===== src/rtl/diff_patch_pkg.sv =====
// Shared types and constants for the diff patch applier: FSM state encoding,
// the end-of-patch index value and default word/index widths.
package diff_patch_pkg;

    localparam int WIDTH_DEF = 32;
    localparam int IDX_W_DEF = 6;
    localparam int IDX_END   = 0;

    typedef enum logic [1:0] {
        ST_IDLE,
        ST_COLLECT,
        ST_DONE
    } state_e;

endpackage


===== src/rtl/diff_patch_applier_if.sv =====
// Handshake bundle for the patch applier: base word in, index stream in, result out.
// The slave modport is the applier's view; master is the producer/consumer side.
interface diff_patch_if
    import diff_patch_pkg::*;
#(
    parameter int WIDTH = WIDTH_DEF,
    parameter int IDX_W = IDX_W_DEF
) ();

    logic             base_valid;
    logic [WIDTH-1:0] base_in;
    logic             base_ready;
    logic             idx_valid;
    logic [IDX_W-1:0] idx_in;
    logic             idx_ready;
    logic             out_valid;
    logic             out_ready;
    logic [WIDTH-1:0] out_data;
    logic [IDX_W-1:0] out_count;
    logic             bad_idx;
    logic             order_err;

    modport slave (
        input  base_valid, base_in, idx_valid, idx_in, out_ready,
        output base_ready, idx_ready, out_valid, out_data, out_count, bad_idx, order_err
    );

    modport master (
        output base_valid, base_in, idx_valid, idx_in, out_ready,
        input  base_ready, idx_ready, out_valid, out_data, out_count, bad_idx, order_err
    );

endinterface


===== src/rtl/diff_idx_decoder.sv =====
// Turns a 1-based bit-position index into a one-hot toggle mask; index 0 and
// positions beyond WIDTH decode to an empty mask with in_range low.
module diff_idx_decoder
    import diff_patch_pkg::*;
#(
    parameter int WIDTH = WIDTH_DEF,
    parameter int IDX_W = IDX_W_DEF
) (
    input  logic [IDX_W-1:0] idx_in,
    output logic [WIDTH-1:0] mask,
    output logic             in_range
);

    always_comb begin
        mask = '0;
        for (int i = 0; i < WIDTH; i++) begin
            mask[i] = (idx_in == IDX_W'(i + 1));
        end
    end

    assign in_range = |mask;

endmodule


===== src/rtl/diff_patch_applier.sv =====
// Rebuilds a word from a base plus a stream of 1-based bit toggles (0 ends the patch).
// Optional macro DIFF_PATCH_ORDER_CHECK_EN flags non-ascending in-range indices.
module diff_patch_applier
    import diff_patch_pkg::*;
#(
    parameter int WIDTH = WIDTH_DEF,
    parameter int IDX_W = IDX_W_DEF
) (
    input logic      clk,
    input logic      rst,
    diff_patch_if.slave bus
);

    function automatic logic [IDX_W-1:0] sat_inc(input logic [IDX_W-1:0] v);
        return (&v) ? v : v + 1'b1;
    endfunction

    state_e           state_q, state_d;
    logic [WIDTH-1:0] work_q, work_d;
    logic [IDX_W-1:0] count_q, count_d;
    logic             bad_q, bad_d;
    logic [WIDTH-1:0] tog_mask;
    logic             in_range;
    logic             is_end;

    diff_idx_decoder #(
        .WIDTH (WIDTH),
        .IDX_W (IDX_W)
    ) u_dec (
        .idx_in   (bus.idx_in),
        .mask     (tog_mask),
        .in_range (in_range)
    );

    assign is_end = (bus.idx_in == IDX_W'(IDX_END));

`ifdef DIFF_PATCH_ORDER_CHECK_EN
    logic [IDX_W-1:0] last_idx_q, last_idx_d;
    logic             order_q, order_d;
`endif

    always_comb begin
        state_d = state_q;
        work_d  = work_q;
        count_d = count_q;
        bad_d   = bad_q;
`ifdef DIFF_PATCH_ORDER_CHECK_EN
        last_idx_d = last_idx_q;
        order_d    = order_q;
`endif
        case (state_q)
            ST_IDLE: begin
                if (bus.base_valid) begin
                    work_d  = bus.base_in;
                    count_d = '0;
                    bad_d   = 1'b0;
`ifdef DIFF_PATCH_ORDER_CHECK_EN
                    last_idx_d = '0;
                    order_d    = 1'b0;
`endif
                    state_d = ST_COLLECT;
                end
            end
            ST_COLLECT: begin
                if (bus.idx_valid) begin
                    if (is_end) begin
                        state_d = ST_DONE;
                    end else if (in_range) begin
                        work_d  = work_q ^ tog_mask;
                        count_d = sat_inc(count_q);
`ifdef DIFF_PATCH_ORDER_CHECK_EN
                        // Toggle is still applied; the flag only reports the ordering break.
                        if (bus.idx_in <= last_idx_q) order_d = 1'b1;
                        last_idx_d = bus.idx_in;
`endif
                    end else begin
                        bad_d = 1'b1;
                    end
                end
            end
            ST_DONE: begin
                if (bus.out_ready) state_d = ST_IDLE;
            end
            default: state_d = ST_IDLE;
        endcase
    end

    always_ff @(posedge clk) begin
        if (rst) begin
            state_q <= ST_IDLE;
            work_q  <= '0;
            count_q <= '0;
            bad_q   <= 1'b0;
`ifdef DIFF_PATCH_ORDER_CHECK_EN
            last_idx_q <= '0;
            order_q    <= 1'b0;
`endif
        end else begin
            state_q <= state_d;
            work_q  <= work_d;
            count_q <= count_d;
            bad_q   <= bad_d;
`ifdef DIFF_PATCH_ORDER_CHECK_EN
            last_idx_q <= last_idx_d;
            order_q    <= order_d;
`endif
        end
    end

    assign bus.base_ready = (state_q == ST_IDLE);
    assign bus.idx_ready  = (state_q == ST_COLLECT);
    assign bus.out_valid  = (state_q == ST_DONE);
    assign bus.out_data   = work_q;
    assign bus.out_count  = count_q;
    assign bus.bad_idx    = bad_q;
`ifdef DIFF_PATCH_ORDER_CHECK_EN
    assign bus.order_err  = order_q;
`else
    assign bus.order_err  = 1'b0;
`endif

endmodule


===== src/flat_wrapper.sv =====
// flat-port wrapper written by rule: the top's interface ports become plain ports
module diff_patch_applier_flat import diff_patch_pkg::*;
#(
    parameter int WIDTH = WIDTH_DEF,
    parameter int IDX_W = IDX_W_DEF
)
  (clk, rst, bus_base_valid, bus_base_in, bus_idx_valid, bus_idx_in, bus_out_ready, bus_base_ready, bus_idx_ready, bus_out_valid, bus_out_data, bus_out_count, bus_bad_idx, bus_order_err);
  diff_patch_if #(.WIDTH(WIDTH), .IDX_W(IDX_W)) bus_i ();
  input logic clk;
  input logic rst;
  input wire logic [$bits(bus_i.base_valid)-1:0] bus_base_valid;
  input wire logic [$bits(bus_i.base_in)-1:0] bus_base_in;
  input wire logic [$bits(bus_i.idx_valid)-1:0] bus_idx_valid;
  input wire logic [$bits(bus_i.idx_in)-1:0] bus_idx_in;
  input wire logic [$bits(bus_i.out_ready)-1:0] bus_out_ready;
  output wire logic [$bits(bus_i.base_ready)-1:0] bus_base_ready;
  output wire logic [$bits(bus_i.idx_ready)-1:0] bus_idx_ready;
  output wire logic [$bits(bus_i.out_valid)-1:0] bus_out_valid;
  output wire logic [$bits(bus_i.out_data)-1:0] bus_out_data;
  output wire logic [$bits(bus_i.out_count)-1:0] bus_out_count;
  output wire logic [$bits(bus_i.bad_idx)-1:0] bus_bad_idx;
  output wire logic [$bits(bus_i.order_err)-1:0] bus_order_err;
  assign bus_i.base_valid = bus_base_valid;
  assign bus_i.base_in = bus_base_in;
  assign bus_i.idx_valid = bus_idx_valid;
  assign bus_i.idx_in = bus_idx_in;
  assign bus_i.out_ready = bus_out_ready;
  assign bus_base_ready = bus_i.base_ready;
  assign bus_idx_ready = bus_i.idx_ready;
  assign bus_out_valid = bus_i.out_valid;
  assign bus_out_data = bus_i.out_data;
  assign bus_out_count = bus_i.out_count;
  assign bus_bad_idx = bus_i.bad_idx;
  assign bus_order_err = bus_i.order_err;
  diff_patch_applier #(.WIDTH(WIDTH), .IDX_W(IDX_W)) u_core (.clk(clk), .rst(rst), .bus(bus_i));
endmodule

===== config.mk =====
export PLATFORM = sky130hd
export DESIGN_NAME = diff_patch_applier_flat
export DESIGN_NICKNAME = d
export VERILOG_FILES = /design/src/rtl/diff_patch_pkg.sv /design/src/rtl/diff_patch_applier_if.sv /design/src/rtl/diff_idx_decoder.sv /design/src/rtl/diff_patch_applier.sv /design/src/flat_wrapper.sv
export SDC_FILE = /design/constraint.sdc
export NUM_CORES = 1
export LEC_CHECK = 0
export CAP_MARGIN = 20
export CORE_ASPECT_RATIO = 1.75
export CORE_MARGIN = 2
export CORE_UTILIZATION = 48
export DETAILED_ROUTE_END_ITERATION = 6
export PLACE_DENSITY = 0.81
export SYNTH_ARGS = -nofsm -noshare
export SYNTH_HDL_FRONTEND = slang
export SYNTH_SLANG_ARGS = --single-unit

===== constraint.sdc =====
create_clock -name clk -period 3 [get_ports clk]
set_input_delay 0.6 -clock clk [delete_from_list [all_inputs] [get_ports clk]]
set_output_delay 0.6 -clock clk [all_outputs]
set_load 0.1 [all_outputs]

# == Word-level counts from Yosys, hierarchy flattened ==
# Index checks and enable logic that the tools add are counted.
# totals
ramBits,0
mem_bits_ro,0
n_memories,0
latchBits,0
output_inout_bits,43
word_cells,78
register_bits,41
# classes
mul,0
n_reduce_logical,9
shifts,0
n_bitwise,1
mux,21
eq_ne,42
div,0
n_addsub,1
magnitude_cmp,0
# op_table
operator,n
2-to-1 mux 32 bit,4
"equality test 6 x 5 -> 1 bit, second input constant",16
case mux 32 bit (2 select lines),1
"equality test 6 x 4 -> 1 bit, second input constant",8
OR reduction 32 bit,1
bitwise XOR 32 bit,1
2-to-1 mux 6 bit,5
"equality test 6 x 3 -> 1 bit, second input constant",4
"equality test 6 x 2 -> 1 bit, second input constant",2
"inequality test 2 bit, second input constant",6
case mux 6 bit (2 select lines),1
AND reduction 6 bit,2
AND reduction 5 bit,2
2-to-1 mux 2 bit,4
"adder 6 x 1 -> 6 bit, second input constant",1
"equality test 6 x 1 -> 1 bit, second input constant",1
"equality test 6 bit, second input constant",1
zero test 6 bit,1
case mux 2 bit (3 select lines),1
2-to-1 mux 1 bit,4
"inequality test 2 x 1 -> 1 bit, second input constant",2
AND reduction 4 bit,1
"equality test 2 x 1 -> 1 bit, second input constant",1
"equality test 2 bit, second input constant",1
other kinds (3),3

# == Depth between registers and ports, before layout ==
# logic_depth
ltp_word,6
depth_mapped,10
mapped_depth_nobuf,7

# == Hierarchy ==
# A second synthesis with hierarchy kept.
# hier_totals
hier_cells,340
hier_area_um2,2642.5
# by_module_without_submodules
module,area_each_um2,n_inst,seq_area_each_um2,cells_per_inst
diff_patch_applier,2386.0,1,820.8,285
diff_idx_decoder,256.5,1,0.0,55

# == Worst setup path before layout ==
# OpenSTA, ideal clock, no wires.
# synth_path
kind,flip-flop to output port
start,register u_core.state_q[0]
end,output bus_idx_ready
n_path_buf,2
t_arrival_ps,1940
required_ps,2400
stages_incl_launch_ff,5
path_slack_ps,460
cell_sequence,dfxtp_1 -> nand2b_1 -> inv_1 -> clkbuf_1 -> buf_1
# synth_via
elab_chain_len,1
# synth_rtl
item,line_no,rtl
"start, declared",diff_patch_applier.sv:18,"state_e state_q, state_d;"
"start signal, assigned",diff_patch_applier.sv:99,state_q <= state_d;
equality test 2 x 1 -> 1 bit,diff_patch_applier.sv:111,assign bus.idx_ready = (state_q == ST_COLLECT);
"end, declared",flat_wrapper.sv:17,output wire logic [$bits(bus_i.idx_ready)-1:0] bus_idx_ready;
# Every way passes these cells.

# == Final worst setup path ==
# layout_path
start,input bus_idx_in[4]
end,register u_core.count_q[5] (netlist: u_core.bus.out_count[5])
# layout_via
elab_chain_len,4
elab_cells_between_ends,37
classes_between,eq/ne: 34; reduce/logical: 3
# layout_rtl
item,line_no,rtl
"start, declared",flat_wrapper.sv:14,input wire logic [$bits(bus_i.idx_in)-1:0] bus_idx_in;
equality test 6 x 1 -> 1 bit (tied with other cells),diff_idx_decoder.sv:17,mask[i] = (idx_in == IDX_W'(i + 1));
OR reduction 32 bit,diff_idx_decoder.sv:21,assign in_range = |mask;
inequality test 2 x 1 -> 1 bit (no source line),--,
AND reduction 6 bit (no source line) (*),--,
"end signal, assigned",diff_patch_applier.sv:101,count_q <= count_d;
"end, declared",diff_patch_applier.sv:20,"logic [IDX_W-1:0] count_q, count_d;"
# Every way passes the cells marked *; elsewhere a longest branch is shown, timed or not.
# A chain may end at the register's enable or synchronous reset.

==> flow_metrics.tcl <==
set metrics [dict create \
    ys.flop_type "dfxtp_1" \
    clk_latency_ns 0.29 \
    area_growth_pct 35.5 \
    syn-cell-area_sq_um 2880 \
    synth_edf_count 0 \
    synth_top_family_by_area "compound AO/OA/AOI/OAI gates" \
    routed_via_density 5.73 \
    final_nets 504 \
    cts_resized 0 \
    seqPwrFrac_pct 35.9 \
    htree_levels 2 \
    io_pins 86 \
    critPathKind "in -> reg" \
    regArea_sq_um 821 \
    tightest_slew_ns 0.618 \
    final_util_pct 66.8 \
    cts_setup_buffers 0 \
    rsz0062_at_grt "no" \
    dr.first_iter.drc_count 203 \
    dieArea_sq_um 6650 \
    path_common_cell "buf_4" \
    multi_input_area_sq_um 1850 \
    hpwlAfterDp_microns 6000 \
    die_x_microns 62.5 \
    p_switching_uw 712 \
    cts_buffers 5 \
    cts-root-buf "clkbuf_8" \
    fp.dieH_microns 106 \
    synth_top_area_share_pct 28.5 \
    hp-class "reg -> reg" \
    synth_fp_nets 409 \
    muxShareOfSynthArea_pct 1.39 \
    hold-worst-slack_ns 0.490 \
    postRouteWirelength_microns 8100 \
    synth_cell_types 50 \
    ir_drop_mv 0.315 \
    maxCapViolCount 0 \
    synth_compound_gate_area_share_pct 34.6 \
    crit_chain "clkdlybuf4s50_1 -> nand3b_1 -> o211ai_1 -> a2111oi_1 -> buf_4 -> o31a_2 -> buf_4 -> nand4b_1 -> a21oi_1" \
    wl_per_cell_microns 15.0 \
    path_max_fanout 14 \
    relSlewSlack_pct 58.8 \
    drtAntennaViolNets 0 \
    p_leak_nw 1.52 \
    ys_seq_area_share_pct 28.5 \
    synth_largest_area_cell "dfxtp_1" \
    setup_violations 0 \
    diodes 0 \
    track_usage_pct 24.5 \
    slowest_stage "clkdlybuf4s50_1" \
    clockPowerShare_pct 22.6 \
    cts_tree "built" \
    critPathMaxStageDelay_ns 0.63 \
    fmax_ghz 0.355 \
    grt_antenna_before_repair 0 \
    grt_pass1_vias 3040 \
    post_synth_fa_ha_maj_area_fraction_pct 0.435 \
    cp_num_buf_inv 3 \
    critPathArrivalTime_ns 3.04 \
    drive_gt1_share_pct 27.3 \
    fillCellCount 548 \
    grt_max_degree 65 \
    start_util_pct 49.3 \
    synth-seq-cells 41 \
    gp_congestion 0.875 \
    syn_inst 365 \
    fp-row-count 37 \
    clock-sinks 41 \
    p_int_uw 993 \
    clk_pin_slew_ns 0.09 \
    start_kind "input pin" \
    worstPathRequired_ns 3.22 \
    fin_crit_ns 2.82 \
    p_per_area_nw_per_um2 438 \
    drcViolationCount 0 \
    min_period_over_period_pct 93.9 \
    hold_violations 0 \
    core_sq_um 5830 \
    firstDrtPassIters 4 \
    yosys.area_share.xor_xnor_pct 3.05 \
    io_buffers 84 \
    outcome "complete, no violations" \
    worstSetupEndpointType "register" \
    finalClockSkew_ns 0.0107 \
    synth_area_leaders "dfxtp_1, a211oi_2, nand2_1, a21oi_1, nand3_1" \
    yosysWarnings 0 \
    finalMaxSlewViolations 0 \
    yosys.area_share.simple_pct 24.9 \
    sw_frac_of_total_pct 41.8 \
    grt.overflow.total 0 \
    vias 3088 \
    clk_path_buf_depth 2 \
    holdBufCountCts 0 \
    power_frac_comb_pct 41.5 \
    cpLargestDelayFamily "buffers and inverters" \
    postSynthAreaPerCell_sq_um 7.88 \
    synthArstFlopShare_pct 0 \
    grt_pass1_wl_microns 13600 \
]
-- path summary, 6_finish.rpt --
check | from | end | slack (ns) | cells after the start
worst max-delay path | bus_idx_in[4] | u_core.bus.out_count[5] | 0.18 | 9
worst min-delay path | u_core.bus.out_data[18] | u_core.bus.out_data[18] | 0.49 | 2
worst max register to register | u_core.state_q[0] | u_core.bus.out_data[6] | 0.89 | 9
worst min register to register | u_core.bus.out_data[18] | u_core.bus.out_data[18] | 0.49 | 2
-- routing by layer --
layer / global-route usage (%) / part of all wire [%]
met5: 0 / 0
met4: 8.41 / 1.1
met3: 3.70 / 4.2
met2: 46.8 / 56
met1: 26.9 / 39
-- worst reg2reg max path: stages, from the launching register on --
cell      delay, ns
dfxtp_1        0.49
nand2b_1       0.12
clkinv_1       0.08
o21ai_2        0.06
a211o_2        0.32
buf_4          0.14
o31a_2         0.32
buf_12         0.19
buf_4          0.17
a211oi_2       0.17
-- metrics by stage --
stage / total power, mW / setup WS [ns] / setup TNS [ns] / instances / cell area (sq um)
6_report: 1.70 / 0.182 / 0 / 539 / 3890
3_5_place_dp: 1.33 / -0.122 / -1.74 / 531 / 3800
4_1_cts: 1.71 / 0.180 / 0 / 539 / 3890
3_3_place_gp: 1.32 / -0.0848 / -1.61 / 531 / 3800
5_1_grt: 1.78 / 0.0543 / 0 / 539 / 3890
2_1_floorplan: 1.14 / 0.460 / 0 / 365 / 2880
-- cell usage after synthesis (3+ instances only) --
cell / n
clkbuf_1: 11
o211ai_1: 8
buf_4: 6
nor2b_1: 7
mux2i_1: 4
nor3_1: 5
a21oi_2: 9
o21ai_0: 18
nand2_1: 67
a21oi_1: 32
dfxtp_1: 41
nor4_1: 4
o32ai_1: 3
nand4b_1: 3
nand4_1: 3
xor2_1: 8
a21o_1: 12
buf_6: 7
a211oi_2: 24
o22ai_1: 8
nand2b_1: 11
nor2_1: 17
nand3_1: 19
buf_1: 5
-- sequential cells by signal, summed over array words and instances, names as in the netlist --
name                  cells
u_core.bus.out_count      6
u_core.bus.bad_idx        1
u_core.state_q            2
u_core.bus.out_data      32
-- power groups by stage --
stage	Combinational (mW)	Clock (mW)	Sequential, mW
2_1_floorplan	0.278	0	0.862
3_3_place_gp	0.699	0	0.623
3_5_place_dp	0.708	0	0.624
4_1_cts	0.710	0.391	0.611
5_1_grt	0.747	0.416	0.617
6_report	0.708	0.385	0.612
-- logic make-up (layout without fill, tap and decap cells) --
| group | Yosys count | count (layout) |
|---|---|---|
| other cells | 1 | 1 |
| compound gates | 128 | 128 |
| simple gates | 147 | 147 |
| mux | 4 | 4 |
| flops | 41 | 41 |
| buf+inv | 33 | 129 |
| xor+xnor | 10 | 10 |
| fa+ha+maj | 1 | 1 |
-- cell type report --
class,instances,share of cell area (%)
multi-input cells,291,47.6
clock buffers,6,2.12
flip-flops and latches,41,21.1
well taps,78,2.51
clock inverters,2,0.353
inverters,2,0.193
repair buffers,119,26.1
-- layout by cell type, fill, tap and decap left out, types with 12 or more instances in the layout --
master            n
a21oi_1          32
o21ai_0          18
buf_4            75
nor2_1           17
a211oi_2         24
a21o_1           12
nand2_1          67
dfxtp_1          41
clkdlybuf4s50_1  41
nand3_1          19
Power figures use the tool's default switching activity.
